File: src/rtl/spi_pkg.sv
// spi_pkg: register map, STATUS/CTRL bit positions and FSM encoding shared by the SPI host bridge.
package spi_pkg;

    localparam logic [1:0] REG_DATA   = 2'd0;
    localparam logic [1:0] REG_STATUS = 2'd1;
    localparam logic [1:0] REG_CTRL   = 2'd2;
    localparam logic [1:0] REG_CLKDIV = 2'd3;

    localparam int ST_ACTIVE   = 0;
    localparam int ST_TX_EMPTY = 1;
    localparam int ST_TX_FULL  = 2;
    localparam int ST_RX_EMPTY = 3;
    localparam int ST_RX_FULL  = 4;
    localparam int ST_TX_OVF   = 5;
    localparam int ST_RX_OVF   = 6;

    localparam int CT_RUN   = 0;
    localparam int CT_CPOL  = 1;
    localparam int CT_CPHA  = 2;
    localparam int CT_SLAVE = 3;
    localparam int CT_IE_RX = 5;
    localparam int CT_IE_TX = 6;
    localparam int CT_FLUSH = 7;

    typedef enum logic [1:0] {
        IDLE      = 2'd0,
        LAUNCH    = 2'd1,
        WAIT_BUSY = 2'd2,
        WAIT_DONE = 2'd3
    } state_t;

endpackage

File: src/rtl/spi_sync_fifo.sv
// spi_sync_fifo: synchronous FIFO with flush; head word is visible on rdata while not empty.
// Ports: clock, reset_n (sync, active-low), flush (empties in one cycle), push/wdata,
//        pop, rdata (head), full, empty, count (occupancy, log2(DEPTH)+1 bits).
module spi_sync_fifo #(
    parameter int DEPTH = 4,
    parameter int WIDTH = 8
) (
    input  logic                     clock,
    input  logic                     reset_n,
    input  logic                     flush,
    input  logic                     push,
    input  logic [WIDTH-1:0]         wdata,
    input  logic                     pop,
    output logic [WIDTH-1:0]         rdata,
    output logic                     full,
    output logic                     empty,
    output logic [$clog2(DEPTH):0]   count
);

    localparam int AW = $clog2(DEPTH);

    logic [WIDTH-1:0] mem [DEPTH];
    logic [AW-1:0]    wptr;
    logic [AW-1:0]    rptr;
    logic             do_push;
    logic             do_pop;

    assign empty   = count == '0;
    assign full    = count == (AW+1)'(DEPTH);
    assign rdata   = mem[rptr];
    assign do_pop  = pop && !empty;
    // A pop in the same cycle frees the slot, so a push into a full FIFO still lands.
    assign do_push = push && (!full || do_pop);

    always_ff @(posedge clock) begin
        if (do_push) mem[wptr] <= wdata;
    end

    always_ff @(posedge clock) begin
        if (!reset_n || flush) begin
            wptr  <= '0;
            rptr  <= '0;
            count <= '0;
        end else begin
            if (do_push) wptr <= wptr + 1'b1;
            if (do_pop)  rptr <= rptr + 1'b1;
            count <= count + (AW+1)'(do_push) - (AW+1)'(do_pop);
        end
    end

endmodule

File: src/rtl/spi_host_bridge.sv
// spi_host_bridge: CPU bus front end for the SPI master engine with TX/RX FIFOs.
// Ports: clock, reset_n (sync, active-low); bus_addr/bus_we/bus_re/bus_wdata/bus_rdata
//        (4-register slave, rdata registered); core_* engine controls driven from
//        shadow registers latched at launch; core_busy/core_rx_data from the engine;
//        irq only when SPI_IRQ_EN is defined (CTRL[6:5] enables, otherwise read as 0).
module spi_host_bridge
    import spi_pkg::*;
#(
    parameter int FIFO_DEPTH = 4,
    parameter int D_WIDTH    = 8,
    parameter int SS_W       = 2,
    parameter int DIV_W      = 8
) (
    input  logic               clock,
    input  logic               reset_n,
    input  logic [1:0]         bus_addr,
    input  logic               bus_we,
    input  logic               bus_re,
    input  logic [7:0]         bus_wdata,
    output logic [7:0]         bus_rdata,
    output logic               core_enable,
    output logic               core_cpol,
    output logic               core_cpha,
    output logic               core_cont,
    output logic [DIV_W-1:0]   core_clk_div,
    output logic [SS_W-1:0]    core_addr,
    output logic [D_WIDTH-1:0] core_tx_data,
    input  logic               core_busy,
    input  logic [D_WIDTH-1:0] core_rx_data
`ifdef SPI_IRQ_EN
    ,
    output logic               irq
`endif
);

    localparam int CW = $clog2(FIFO_DEPTH) + 1;

    state_t state;
    state_t state_next;

    logic         run;
    logic         cpol;
    logic         cpha;
    logic [1:0]   slave;
    logic [7:0]   clkdiv;
    logic [1:0]   ie;
    logic         tx_ovf;
    logic         rx_ovf;
    logic         rx_discard;
    logic         active;
    logic         launch;
    logic         done;
    logic         flush;
    logic         tx_push;
    logic         tx_full;
    logic         tx_empty;
    logic [D_WIDTH-1:0] tx_head;
    logic [CW-1:0] tx_count;
    logic         rx_push;
    logic         rx_pop;
    logic         rx_full;
    logic         rx_empty;
    logic [D_WIDTH-1:0] rx_head;
    logic [CW-1:0] rx_count;
    logic [7:0]   status;
    logic [7:0]   ctrl_rd;
    logic [7:0]   rd_val;
    logic         unused_counts;

    assign unused_counts = ^{tx_count, rx_count};
    assign core_cont     = 1'b0;

    assign flush   = bus_we && bus_addr == REG_CTRL && bus_wdata[CT_FLUSH];
    assign tx_push = bus_we && bus_addr == REG_DATA;
    assign rx_pop  = bus_re && bus_addr == REG_DATA && !rx_empty;
    // A byte from a transfer that was in flight during a flush is dropped.
    assign rx_push = done && !rx_discard && !flush;

    spi_sync_fifo #(.DEPTH(FIFO_DEPTH), .WIDTH(D_WIDTH)) u_tx_fifo (
        .clock   (clock),
        .reset_n (reset_n),
        .flush   (flush),
        .push    (tx_push),
        .wdata   (D_WIDTH'(bus_wdata)),
        .pop     (launch),
        .rdata   (tx_head),
        .full    (tx_full),
        .empty   (tx_empty),
        .count   (tx_count)
    );

    spi_sync_fifo #(.DEPTH(FIFO_DEPTH), .WIDTH(D_WIDTH)) u_rx_fifo (
        .clock   (clock),
        .reset_n (reset_n),
        .flush   (flush),
        .push    (rx_push),
        .wdata   (core_rx_data),
        .pop     (rx_pop),
        .rdata   (rx_head),
        .full    (rx_full),
        .empty   (rx_empty),
        .count   (rx_count)
    );

    always_ff @(posedge clock) begin
        if (!reset_n) state <= IDLE;
        else          state <= state_next;
    end

    always_comb begin
        state_next = state;
        case (state)
            IDLE:      if (run && !tx_empty && !core_busy) state_next = LAUNCH;
            LAUNCH:    state_next = WAIT_BUSY;
            WAIT_BUSY: if (core_busy) state_next = WAIT_DONE;
            WAIT_DONE: if (!core_busy) state_next = IDLE;
        endcase
    end

    always_comb begin
        core_enable = state == LAUNCH;
        active      = state != IDLE;
        launch      = state == IDLE && state_next == LAUNCH;
        done        = state == WAIT_DONE && state_next == IDLE;
    end

`ifdef SPI_IRQ_EN
    always_ff @(posedge clock) begin
        if (!reset_n)                         ie <= 2'b00;
        else if (bus_we && bus_addr == REG_CTRL) ie <= bus_wdata[CT_IE_TX:CT_IE_RX];
    end

    always_ff @(posedge clock) begin
        if (!reset_n) irq <= 1'b0;
        else          irq <= (!rx_empty && ie[0]) || (tx_empty && !active && ie[1]);
    end
`else
    assign ie = 2'b00;
`endif

    always_comb begin
        status              = '0;
        status[ST_ACTIVE]   = active;
        status[ST_TX_EMPTY] = tx_empty;
        status[ST_TX_FULL]  = tx_full;
        status[ST_RX_EMPTY] = rx_empty;
        status[ST_RX_FULL]  = rx_full;
        status[ST_TX_OVF]   = tx_ovf;
        status[ST_RX_OVF]   = rx_ovf;
        ctrl_rd                       = '0;
        ctrl_rd[CT_RUN]               = run;
        ctrl_rd[CT_CPOL]              = cpol;
        ctrl_rd[CT_CPHA]              = cpha;
        ctrl_rd[CT_SLAVE +: 2]        = slave;
        ctrl_rd[CT_IE_TX:CT_IE_RX]    = ie;
        rd_val = bus_addr == REG_DATA   ? (rx_empty ? 8'h00 : 8'(rx_head)) :
                 bus_addr == REG_STATUS ? status :
                 bus_addr == REG_CTRL   ? ctrl_rd : clkdiv;
    end

    always_ff @(posedge clock) begin
        if (!reset_n) begin
            run          <= 1'b0;
            cpol         <= 1'b0;
            cpha         <= 1'b0;
            slave        <= 2'b00;
            clkdiv       <= 8'h01;
            tx_ovf       <= 1'b0;
            rx_ovf       <= 1'b0;
            rx_discard   <= 1'b0;
            core_cpol    <= 1'b0;
            core_cpha    <= 1'b0;
            core_addr    <= '0;
            core_clk_div <= '0;
            core_tx_data <= '0;
            bus_rdata    <= 8'h00;
        end else begin
            if (bus_we && bus_addr == REG_CTRL) begin
                run   <= bus_wdata[CT_RUN];
                cpol  <= bus_wdata[CT_CPOL];
                cpha  <= bus_wdata[CT_CPHA];
                slave <= bus_wdata[CT_SLAVE +: 2];
            end
            if (bus_we && bus_addr == REG_CLKDIV) clkdiv <= bus_wdata;
            // Sticky flags: a new overflow in the clearing cycle wins over the W1C.
            tx_ovf <= (tx_ovf && !(bus_we && bus_addr == REG_STATUS && bus_wdata[ST_TX_OVF]))
                      || (tx_push && tx_full && !launch);
            rx_ovf <= (rx_ovf && !(bus_we && bus_addr == REG_STATUS && bus_wdata[ST_RX_OVF]))
                      || (rx_push && rx_full && !rx_pop);
            rx_discard <= flush ? (active || launch) && !done : rx_discard && !done;
            if (launch) begin
                core_tx_data <= tx_head;
                core_cpol    <= cpol;
                core_cpha    <= cpha;
                core_addr    <= SS_W'(slave);
                core_clk_div <= DIV_W'(clkdiv);
            end
            if (bus_re) bus_rdata <= rd_val;
        end
    end

endmodule

File: config.mk
export PLATFORM = sky130hd
export DESIGN_NAME = spi_host_bridge
export DESIGN_NICKNAME = d
export VERILOG_FILES = /design/src/rtl/spi_pkg.sv /design/src/rtl/spi_sync_fifo.sv /design/src/rtl/spi_host_bridge.sv
export SDC_FILE = /design/constraint.sdc
export NUM_CORES = 1
export LEC_CHECK = 0
export ABC_AREA = 1
export CORE_UTILIZATION = 43
export DETAILED_ROUTE_END_ITERATION = 8
export PLACE_DENSITY = 0.71
export SYNTH_ARGS = -nofsm -noshare
export SYNTH_HDL_FRONTEND = slang
export SYNTH_SLANG_ARGS = --single-unit
File: constraint.sdc
create_clock -name clock -period 2.74 [get_ports clock]
set_input_delay 0.685 -clock clock [delete_from_list [all_inputs] [get_ports clock]]
set_output_delay 0.685 -clock clock [all_outputs]
set_load 0.005 [all_outputs]
# --- Word level (Yosys, flattened, before mapping) ---
# Memories as Yosys holds them, arrays and structs flattened. A register that Yosys moved wholly into a read port is not among the register bits.
# Index checks and enable logic that the tools add are counted.
classes:
  add_sub_neg: 8
  n_eq_ne: 9
  n_mux: 15
  n_reduce_logical: 53
ops:
  columns: ["op", "count"]
  rows:
  - ["$mux 8", 4]
  - ["$logic_and 1x1->1", 27]
  - ["$logic_not 1->1", 14]
  - ["$mux 2", 5]
  - ["$add 2x1->2 const B", 4]
  - ["$eq 2x2->1 const B", 4]
  - ["$pmux 2 s4", 1]
  - ["$add 3x1->3", 2]
  - ["$eq 2x1->1 const B", 3]
  - ["$eq 3x3->1 const B", 2]
  - ["$logic_not 2->1", 3]
  - ["$logic_not 3->1", 2]
  - ["$logic_or 1x1->1", 6]
  - ["$sub 3x1->3", 2]
  - ["$mux 1", 5]
  - ["$reduce_bool 2->1", 1]
word_totals:
  regBits: 52
  ramBits: 64
  input_bits: 23
  wordCells: 107
  n_memories: 2
mem_list:
  columns: ["memory", "depth", "width", "read_ports", "rd_ports_with_merged_regs", "write_ports", "line", "text"]
  rows:
  - ["u_rx_fifo.mem", 4, 8, 1, 1, 1, "spi_sync_fifo.sv:22", "logic [WIDTH-1:0] mem [DEPTH];"]
  - ["u_tx_fifo.mem", 4, 8, 1, 1, 1, "spi_sync_fifo.sv:22", null]

# --- Logic depth before layout (Yosys ltp) ---
logic_depth:
  ltp_word: 13
  depth_mapped: 11
  depth_no_buf: 10

# --- Modules after synthesis ---
# A second synthesis with hierarchy kept.
unflattened:
  hier_cells: 560
  area_unflattened_um2: 5418.9
modules_own_cells:
  columns: ["module", "instances", "cells_each", "area_per_inst_um2", "seq_area_each_um2"]
  rows:
  - ["spi_sync_fifo", 2, 147, 1715.4, 1141.1]
  - ["spi_host_bridge", 1, 266, 1988.2, 920.9]

# --- Worst setup path after synthesis ---
# OpenSTA, ideal clock, no wires.
synth_timing:
  kind: "input to register"
  start: "in core_busy"
  end: "reg u_tx_fifo.count[1]"
  setup_ns: 0.116
  arrival_time_ns: 2.121
  t_required_ns: 2.624
  slack_ns: 0.503
  path_stages: 10
  n_path_buf: 1
  cell_sequence: "inv_1 nand3_2 nor2_4 clkbuf_8 ha_1 inv_1 ha_1 fa_1 inv_1 nor2_1"
synth_via:
  elab_chain_cells: 11
synth_lines:
  columns: ["element", "line", "text"]
  rows:
  - ["from (decl)", "spi_host_bridge.sv:28", "input logic core_busy,"]
  - ["$logic_not 1->1", null, null]
  - ["$logic_and 1x1->1", "spi_host_bridge.sv:113", "IDLE: if (run && !tx_empty && !core_busy) state_next = LAUNCH;"]
  - ["$mux 2", "spi_host_bridge.sv:113", null]
  - ["$pmux 2 s4 *", "spi_host_bridge.sv:112", "case (state)"]
  - ["$eq 2x1->1 *", "spi_host_bridge.sv:123", "launch = state == IDLE && state_next == LAUNCH;"]
  - ["$logic_and 1x1->1 *", "spi_host_bridge.sv:123", null]
  - ["$logic_and 1x1->1 *", "spi_sync_fifo.sv:31", "assign do_pop = pop && !empty;"]
  - ["named net u_tx_fifo.do_pop", "spi_sync_fifo.sv:26", "logic do_pop;"]
  - ["$logic_or 1x1->1", "spi_sync_fifo.sv:33", "assign do_push = push && (!full || do_pop);"]
  - ["$logic_and 1x1->1", "spi_sync_fifo.sv:33", null]
  - ["$add 3x1->3", "spi_sync_fifo.sv:47", "count <= count + (AW+1)'(do_push) - (AW+1)'(do_pop);"]
  - ["$sub 3x1->3 *", "spi_sync_fifo.sv:47", null]
  - ["to (signal assigned)", "spi_sync_fifo.sv:47", null]
  - ["to (decl)", "spi_sync_fifo.sv:17", "output logic [$clog2(DEPTH):0] count"]
# Mark *: on every way through the listed nets, which the timed path passes. The rest lies on a longest branch.
# A chain may end at the register's enable or synchronous reset.

# --- Final worst setup path ---
layout_timing:
  start: "in bus_addr[1]"
  end: "reg u_rx_fifo.count[2]"
layout_via:
  elab_chain_cells: 8
layout_lines:
  columns: ["element", "line", "text"]
  rows:
  - ["from (decl)", "spi_host_bridge.sv:16", "input logic [1:0] bus_addr,"]
  - ["$eq 2x2->1 / $logic_not 2->1 (equally long branches)", "spi_host_bridge.sv:73, spi_host_bridge.sv:75", null]
  - ["$logic_and 1x1->1, on equally long branches (2 in a row)", "spi_host_bridge.sv:73, spi_host_bridge.sv:75", null]
  - ["$logic_not 1->1 / $logic_and 1x1->1 (equally long branches)", "spi_host_bridge.sv:77, spi_sync_fifo.sv:31", null]
  - ["$logic_and 1x1->1 / $logic_or 1x1->1 (equally long branches)", "spi_host_bridge.sv:77, spi_sync_fifo.sv:33", null]
  - ["$logic_and 1x1->1", "spi_sync_fifo.sv:33", null]
  - ["$add 3x1->3", "spi_sync_fifo.sv:47", null]
  - ["$sub 3x1->3", "spi_sync_fifo.sv:47", null]
  - ["to (signal assigned)", "spi_sync_fifo.sv:47", null]
  - ["to (decl)", "spi_sync_fifo.sv:17", null]
# Parallel ways exist; a longest one is shown, timed or not.

==> results.ini <==
[drt]
wirelength_um = 11100
vias_per_cell = 4.94
vias = 3935
drt_drc_violations_left = 0
final_antenna_net_count = 0
drtPass1Iterations = 5
first_iter_violations = 285
wire_per_inst_um = 13.9

[synth]
ys_top_cells_by_count = nand2_1, inv_1, nor2_1, edfxtp_1, dfxtp_1
synthesis.instances = 569
synth-edff-count = 64
ys_types = 30
ys_seq_area_frac = 0.598
ys_top_cells_by_area = edfxtp_1, dfxtp_1, nand2_1, inv_1, o21ai_0
synth_top_area_share = 0.363
ys_ff_latch = 126
synth.most_common_cell = nand2_1
yosysTopAreaCell = edfxtp_1
syn_avg_cell_area_um2 = 9.30
syn_area_mm2 = 0.00529
syn_nets = 606
synthArstFlopShare = 0
yosysWarnings = 0
synth_ff_type = edfxtp_1

[timing]
tns_ns = 0
slew_viol_final = 0
layout_setup_ws_ns = 0.454
period_minus_slack_ns = 2.29
setup_viol_count_final = 0
relSlewSlack = 0.564
rsz0062_at_grt = false
skew_ns = 0.0113
fin_crit_sh = 0.834
max_freq_mhz = 437
tightest_slew_ns = 0.653
finalHoldViolCount = 0

[critical_path]
crit_cells = 10
start_kind = input pin
reg2reg_slack_ns = 0.79
crit_buf_inv = 2
crit_end = u_rx_fifo.count[2]
worst-setup-path-type = in -> reg
path_cells = clkdlybuf4s50_1 > nor2_1 > nand2_1 > nor2_2 > ha_1 > inv_1 > ha_1 > fa_1 > xnor2_1 > nor2_1
cp.arrival_ns = 2.59
cp-end-kind = flop
r2r_cells = 10
critPathRequiredTime_ns = 3.04
max_stage_delay_ns = 0.58
crit_slowest_cell = clkdlybuf4s50_1
cp-startpoint = bus_addr[1]
r2r_start = u_rx_fifo.count[1]
critical_path.max_fanout = 6
r2r-end = u_rx_fifo.count[2]
critical-path-top-delay-family = adder cells

[clocking]
cts-buffers-inserted = 17
clock-sinks = 126
clk_latency_ns = 0.41
post_cts_buffers = 0
path_clk_slew_ns = 0.05
cts_resized = 0
clockRootBuffer = clkbuf_16
clock_path_buffers = 2
htreeDepth = 4
cts_tree = built
ctsHoldBuffers = 0

[global_routing]
grt_start_max_net_pins = 36
grt_pass1_vias = 3885
grt_pass1_wl_um = 18600
antenna_found_initial = 0
grt-ovfl-total = 0
grt_use_total = 0.194

[layout]
final_net_count = 675
n_antenna_cell = 0
post_route_cells_drive_above_1_share = 0.0892
fin_cells = 797
final_util = 0.540
syn_to_final_growth_pct = 22.6

[placed_design]
dp_slack_ns = 0.0398
dpl.hpwl_um = 7670
gp_congestion = 0.846
dp_cells = 766
portBuffers = 51

[pwr]
powerDensity_mw_per_mm2 = 630
power_frac_clock = 0.457
p_int_mw = 3.22
sequentialPowerShare = 0.495
leakagePower_nw = 2.61
ir_drop_v = 0.000527
pwr-share-comb = 0.047
swShare = 0.212
power.switching_mw = 0.865

[die]
design.portCount = 53
coreArea_mm2 = 0.0120
dieHeight_um = 113
die_x_um = 113
dieArea_mm2 = 0.0127
start_util = 0.440
placementRows = 40

[job]
maxCapViolCount = 0

[outcome]
status = finished clean

[worst_hold_path]
hp-class = reg -> reg

==> logic make-up (layout without fill, tap and decap cells) <==
| logic type | count (synthesis) | count (layout) | synth area share |
|---|---|---|---|
| adder cells (fa/ha/maj) | 14 | 14 | 0.0360 |
| XOR/XNOR | 4 | 4 | 0.00662 |
| AO/OA/AOI/OAI | 111 | 111 | 0.108 |
| buffers and inverters | 105 | 186 | 0.0851 |
| AND/OR/NAND/NOR | 208 | 208 | 0.166 |
| flip-flops | 126 | 126 | 0.598 |
| other | 1 | 1 | 0.000709 |
==> through the flow <==
step	cell area (um^2)	total power [mW]	hold slack, ns
after floorplan	5290	2.15	0.444
after global placement	6000	2.25	0.461
after detailed placement	6000	2.26	0.467
after CTS	6490	4.13	0.474
after global routing	6490	4.25	0.497
final	6490	4.09	0.476
==> worst min-delay path by stage <==
stage	from	endpoint	slack, ns	depth (start not counted)
after global placement	u_rx_fifo.rptr[1]	u_rx_fifo.rptr[1]	0.46	2
after detailed placement	tx_ovf	tx_ovf	0.47	2
after floorplan	tx_ovf	tx_ovf	0.44	2
after CTS	tx_ovf	tx_ovf	0.47	2
after global routing	clkdiv[2]	core_clk_div[2]	0.50	2
final	clkdiv[2]	core_clk_div[2]	0.48	2
==> layout make-up <==
class / count / area [um^2]
Fill cell: 1055 / 5520
Sequential cell: 126 / 3160
Multi-Input combinational cell: 338 / 1680
Timing Repair Buffer: 70 / 653
Clock buffer: 22 / 444
Inverter: 85 / 319
Tap cell: 147 / 184
Clock inverter: 9 / 47.5
==> per-layer routing <==
layer | track usage | share of wire
met5 | 0 | 0
met2 | 0.328 | 0.49
met4 | 0.102 | 0.028
met3 | 0.0578 | 0.046
met1 | 0.224 | 0.44
==> flip-flops by register name, indices dropped and copies added (netlist names), named ones only <==
signal	count
core_addr	2
u_tx_fifo.mem	32
core_cpol	1
u_tx_fifo.rptr	2
tx_ovf	1
cpol	1
core_clk_div	8
u_rx_fifo.count	3
u_tx_fifo.count	3
rx_discard	1
u_rx_fifo.rptr	2
run	1
slave	2
core_tx_data	8
u_rx_fifo.mem	32
u_tx_fifo.wptr	2
clkdiv	8
u_rx_fifo.wptr	2
rx_ovf	1
cpha	1
state	2
bus_rdata	8
core_cpha	1
==> worst reg2reg max path, cell delays in order, from the launching register on <==
cell,delay (ns)
dfxtp_1,0.33
nor2_1,0.19
nand2_1,0.10
inv_1,0.09
nor2_2,0.05
ha_1,0.27
inv_1,0.04
ha_1,0.18
fa_1,0.38
xnor2_1,0.17
nor2_1,0.05
==> cells in the final DEF (no fill, tap or decap) <==
cell type,synthesis,final
nor2_4,2,2
xnor2_1,4,4
clkinvlp_4,0,2
nor3_1,2,2
clkdlybuf4s50_1,0,51
inv_1,81,81
nand3b_1,1,1
edfxtp_1,64,64
o21ai_2,1,1
o21ai_0,59,59
nand2_1,83,83
fa_1,2,2
nor2_2,3,3
clkinv_1,0,2
a21oi_1,42,42
inv_2,4,4
nand4_1,2,2
clkbuf_16,0,17
dfxtp_1,62,62
nor2_1,78,78
o22ai_1,8,8
nand3_2,2,2
buf_4,4,19
and3_1,1,1
nand3_1,31,31
nand2_2,2,2
a211oi_1,1,1
ha_1,12,12
or2_2,1,1
conb_1,1,1
clkbuf_1,5,5
clkinv_2,0,5
==> power groups by stage <==
stage / Sequential [mW] / Combinational [mW] / Clock (mW)
floorplan: 2.06 / 0.0920 / 0
global placement: 2.06 / 0.188 / 0
detailed placement: 2.06 / 0.193 / 0
CTS: 2.02 / 0.194 / 1.91
global route: 2.03 / 0.216 / 2.01
finish: 2.03 / 0.193 / 1.87
Power figures use the tool's default switching activity.
==> patch (same flow settings) <==
The 4 states of `state_t` get a one-hot encoding in 4 bits.
--- a/src/rtl/spi_pkg.sv
+++ b/src/rtl/spi_pkg.sv
@@ -23,9 +23,9 @@
     localparam int CT_FLUSH = 7;
 
-    typedef enum logic [1:0] {
-        IDLE      = 2'd0,
-        LAUNCH    = 2'd1,
-        WAIT_BUSY = 2'd2,
-        WAIT_DONE = 2'd3
+    typedef enum logic [3:0] {
+        IDLE      = 4'b0001,
+        LAUNCH    = 4'b0010,
+        WAIT_BUSY = 4'b0100,
+        WAIT_DONE = 4'b1000
     } state_t;
 
Check against the original RTL: no difference found for any inputs over 4 cycles, from zero or initial values and one cycle with reset_n low; so few cycles prove little.
==> patch against the original RTL <==
Total power increased by 12%; synthesized area is 1.1% higher; wire length up 6.9%; cell area is 4.8% higher; core utilization rose by 2.4 points; worst setup slack worse by 0.13 ns; combinational power is 13% higher; sequential cell count is 2 higher; worst hold slack better by 0.0014 ns; clock skew shrank 0.0054 ns.
==> patch: results (changes against the original RTL) <==
| Metric | Value |
|---|---|
| Worst r2r path cells | 11 (+1) |
| ANT cells | 0 (unchanged) |
| Post-CTS setup buffer count | 0 (unchanged) |
| Number of flops mapped to enable cells by yosys | 64 (unchanged) |
| Ys async rst share | 0% (unchanged) |
| Vias per inst | 4.892 (-0.92%) |
| 1st-iter DRT viols | 271 (-4.9%) |
| Switch share | 21.12% (-0.048 points) |
| Global Route Usage Sum | 19.60% (+0.18 points) |
| Top cells by area, synth | edfxtp_1 36%, dfxtp_1 24%, nor2_1 6.8%, o21ai_0 5.6%, inv_1 4.6% |
| Outcome | completed |
| Largest regs | u_rx_fifo.mem x32, u_tx_fifo.mem x32 |
| Hold Path Depth | 2 (unchanged) |
| CTS resizes | 0 (unchanged) |
| Largest net degree at the start of global routing | 41 (+14%) |
| Number of I/O port buffers | 51 (unchanged) |
| Nets | 678 (+0.44%) |
| Max Buffers Root-to-Sink | 2 (unchanged) |
| Crit path DAT | 2.71 ns (+0.12 ns) |
| Post-DP HPWL | 8381 um (+9.2%) |
| Synthesized Nets | 600 (-0.99%) |
| Most instantiated cells after synthesis | 97 x nor2_1, 66 x inv_1, 64 x dfxtp_1, 64 x edfxtp_1, 60 x o21ai_0 |
| Yosys cell types | 34 (+13%) |
| Hold Crit Class | register to register |
| Fillers | 1,021 (-3.2%) |
| Yosys warning total | 0 (unchanged) |
| Leak Pwr | 2.699 nW (+3.6%) |
| Clock insertion delay at the later pin of the skew report | 0.41 ns (about the same) |
| Share of cells above drive strength 1 | 12.08% (+3.2 points) |
| First-pass GRT wire length | 19,020 um (+2.0%) |
| Worst VDD drop | 0.0006674 V (+27%) |
| H-tree Lvls | 4 (unchanged) |
| CP Max Fanout | 3 (-3) |
| Initial antenna violation count | 0 (unchanged) |
| Pre-antenna DRT Iters | 6 (+1) |
| Reg clk slew, reported paths | ~0.06 ns |
| Sequential fraction of the synthesis area | 59.90% (+0.11 points) |
| Routed WL per cell | 14.41 um (+3.6%) |
| Slew @ Worst Pin | 0.7725 ns (+0.1196 ns) |
| Vias in the first global route | 3,904 (+0.49%) |
| Worst Clk Skew | 0.005925 ns (-0.005374 ns) |
| Root Buffer | clkbuf_16 |
| TritonCTS buffer count | 17 (unchanged) |
| Routability cong. | 0.8493 (+0.37%) |
patch: final cells by class:
cell class | count | area (sq um) | area share [%]
clock inverters | 10 | 121.4 | 1.785
clock buffers | 22 | 496.7 | 7.305
flip-flops and latches | 128 | 3203 | 47.10
repair buffers | 80 | 728.2 | 10.71
well taps | 168 | 210.2 | 3.091
inverters | 73 | 274.0 | 4.029
multi-input cells | 341 | 1767 | 25.98
patch: logic make-up after synthesis:
| logic type | Yosys count | share of synthesized area, % |
|---|---|---|
| flops | 128 | 59.90 |
| simple gates | 195 | 15.89 |
| buf+inv | 94 | 7.066 |
| xor+xnor | 3 | 0.4914 |
| compound gates | 128 | 13.03 |
| fa+ha+maj | 14 | 3.556 |
| other cells | 1 | 0.07012 |
patch: worst paths after layout:
check / startpoint / to / slack [ns]
worst max-delay path: bus_addr[1] / u_rx_fifo.count[2]$_SDFF_PP0_ / 0.33
worst min-delay path: rx_ovf$_SDFF_PN0_ / rx_ovf$_SDFF_PN0_ / 0.48
worst max register to register: u_rx_fifo.count[2]$_SDFF_PP0_ / u_rx_fifo.count[2]$_SDFF_PP0_ / 0.66
worst min register to register: rx_ovf$_SDFF_PN0_ / rx_ovf$_SDFF_PN0_ / 0.48
patch: layer usage:
metal / global-route usage, % / wire (um)
met2: 33.70 / 5924
met4: 7.018 / 107
met5: 0 / 0
met3: 6.482 / 661
met1: 22.85 / 5151
patch: metrics by stage:
| step | cell area [sq um] | cells | setup slack, ns |
|---|---|---|---|
| after floorplan | 5348 | 563 | 0.3253 |
| after global placement | 6182 | 790 | -0.01627 |
| after detailed placement | 6182 | 790 | -0.09050 |
| after CTS | 6800 | 822 | 0.3380 |
| after global routing | 6800 | 822 | 0.2163 |
| final | 6800 | 822 | 0.3288 |
patch: power by group through the flow:
| stage | clock (mW) | combinational [mW] | sequential (mW) |
|---|---|---|---|
| floorplan | 0 | 0.105 | 2.09 |
| global placement | 0 | 0.212 | 2.10 |
| detailed placement | 0 | 0.218 | 2.10 |
| CTS | 2.33 | 0.219 | 2.06 |
| global route | 2.43 | 0.244 | 2.06 |
| finish | 2.31 | 0.219 | 2.06 |
patch: critical path, cell delays in order:
cell and delay, ns:
clkdlybuf4s50_1 0.52, nor2_2 0.07, nand2_1 0.13, nor2_4 0.05, ha_1 0.26, inv_1 0.04, ha_1 0.18, fa_1 0.37
xnor2_1 0.19, xor2_1 0.16, nor2_1 0.06
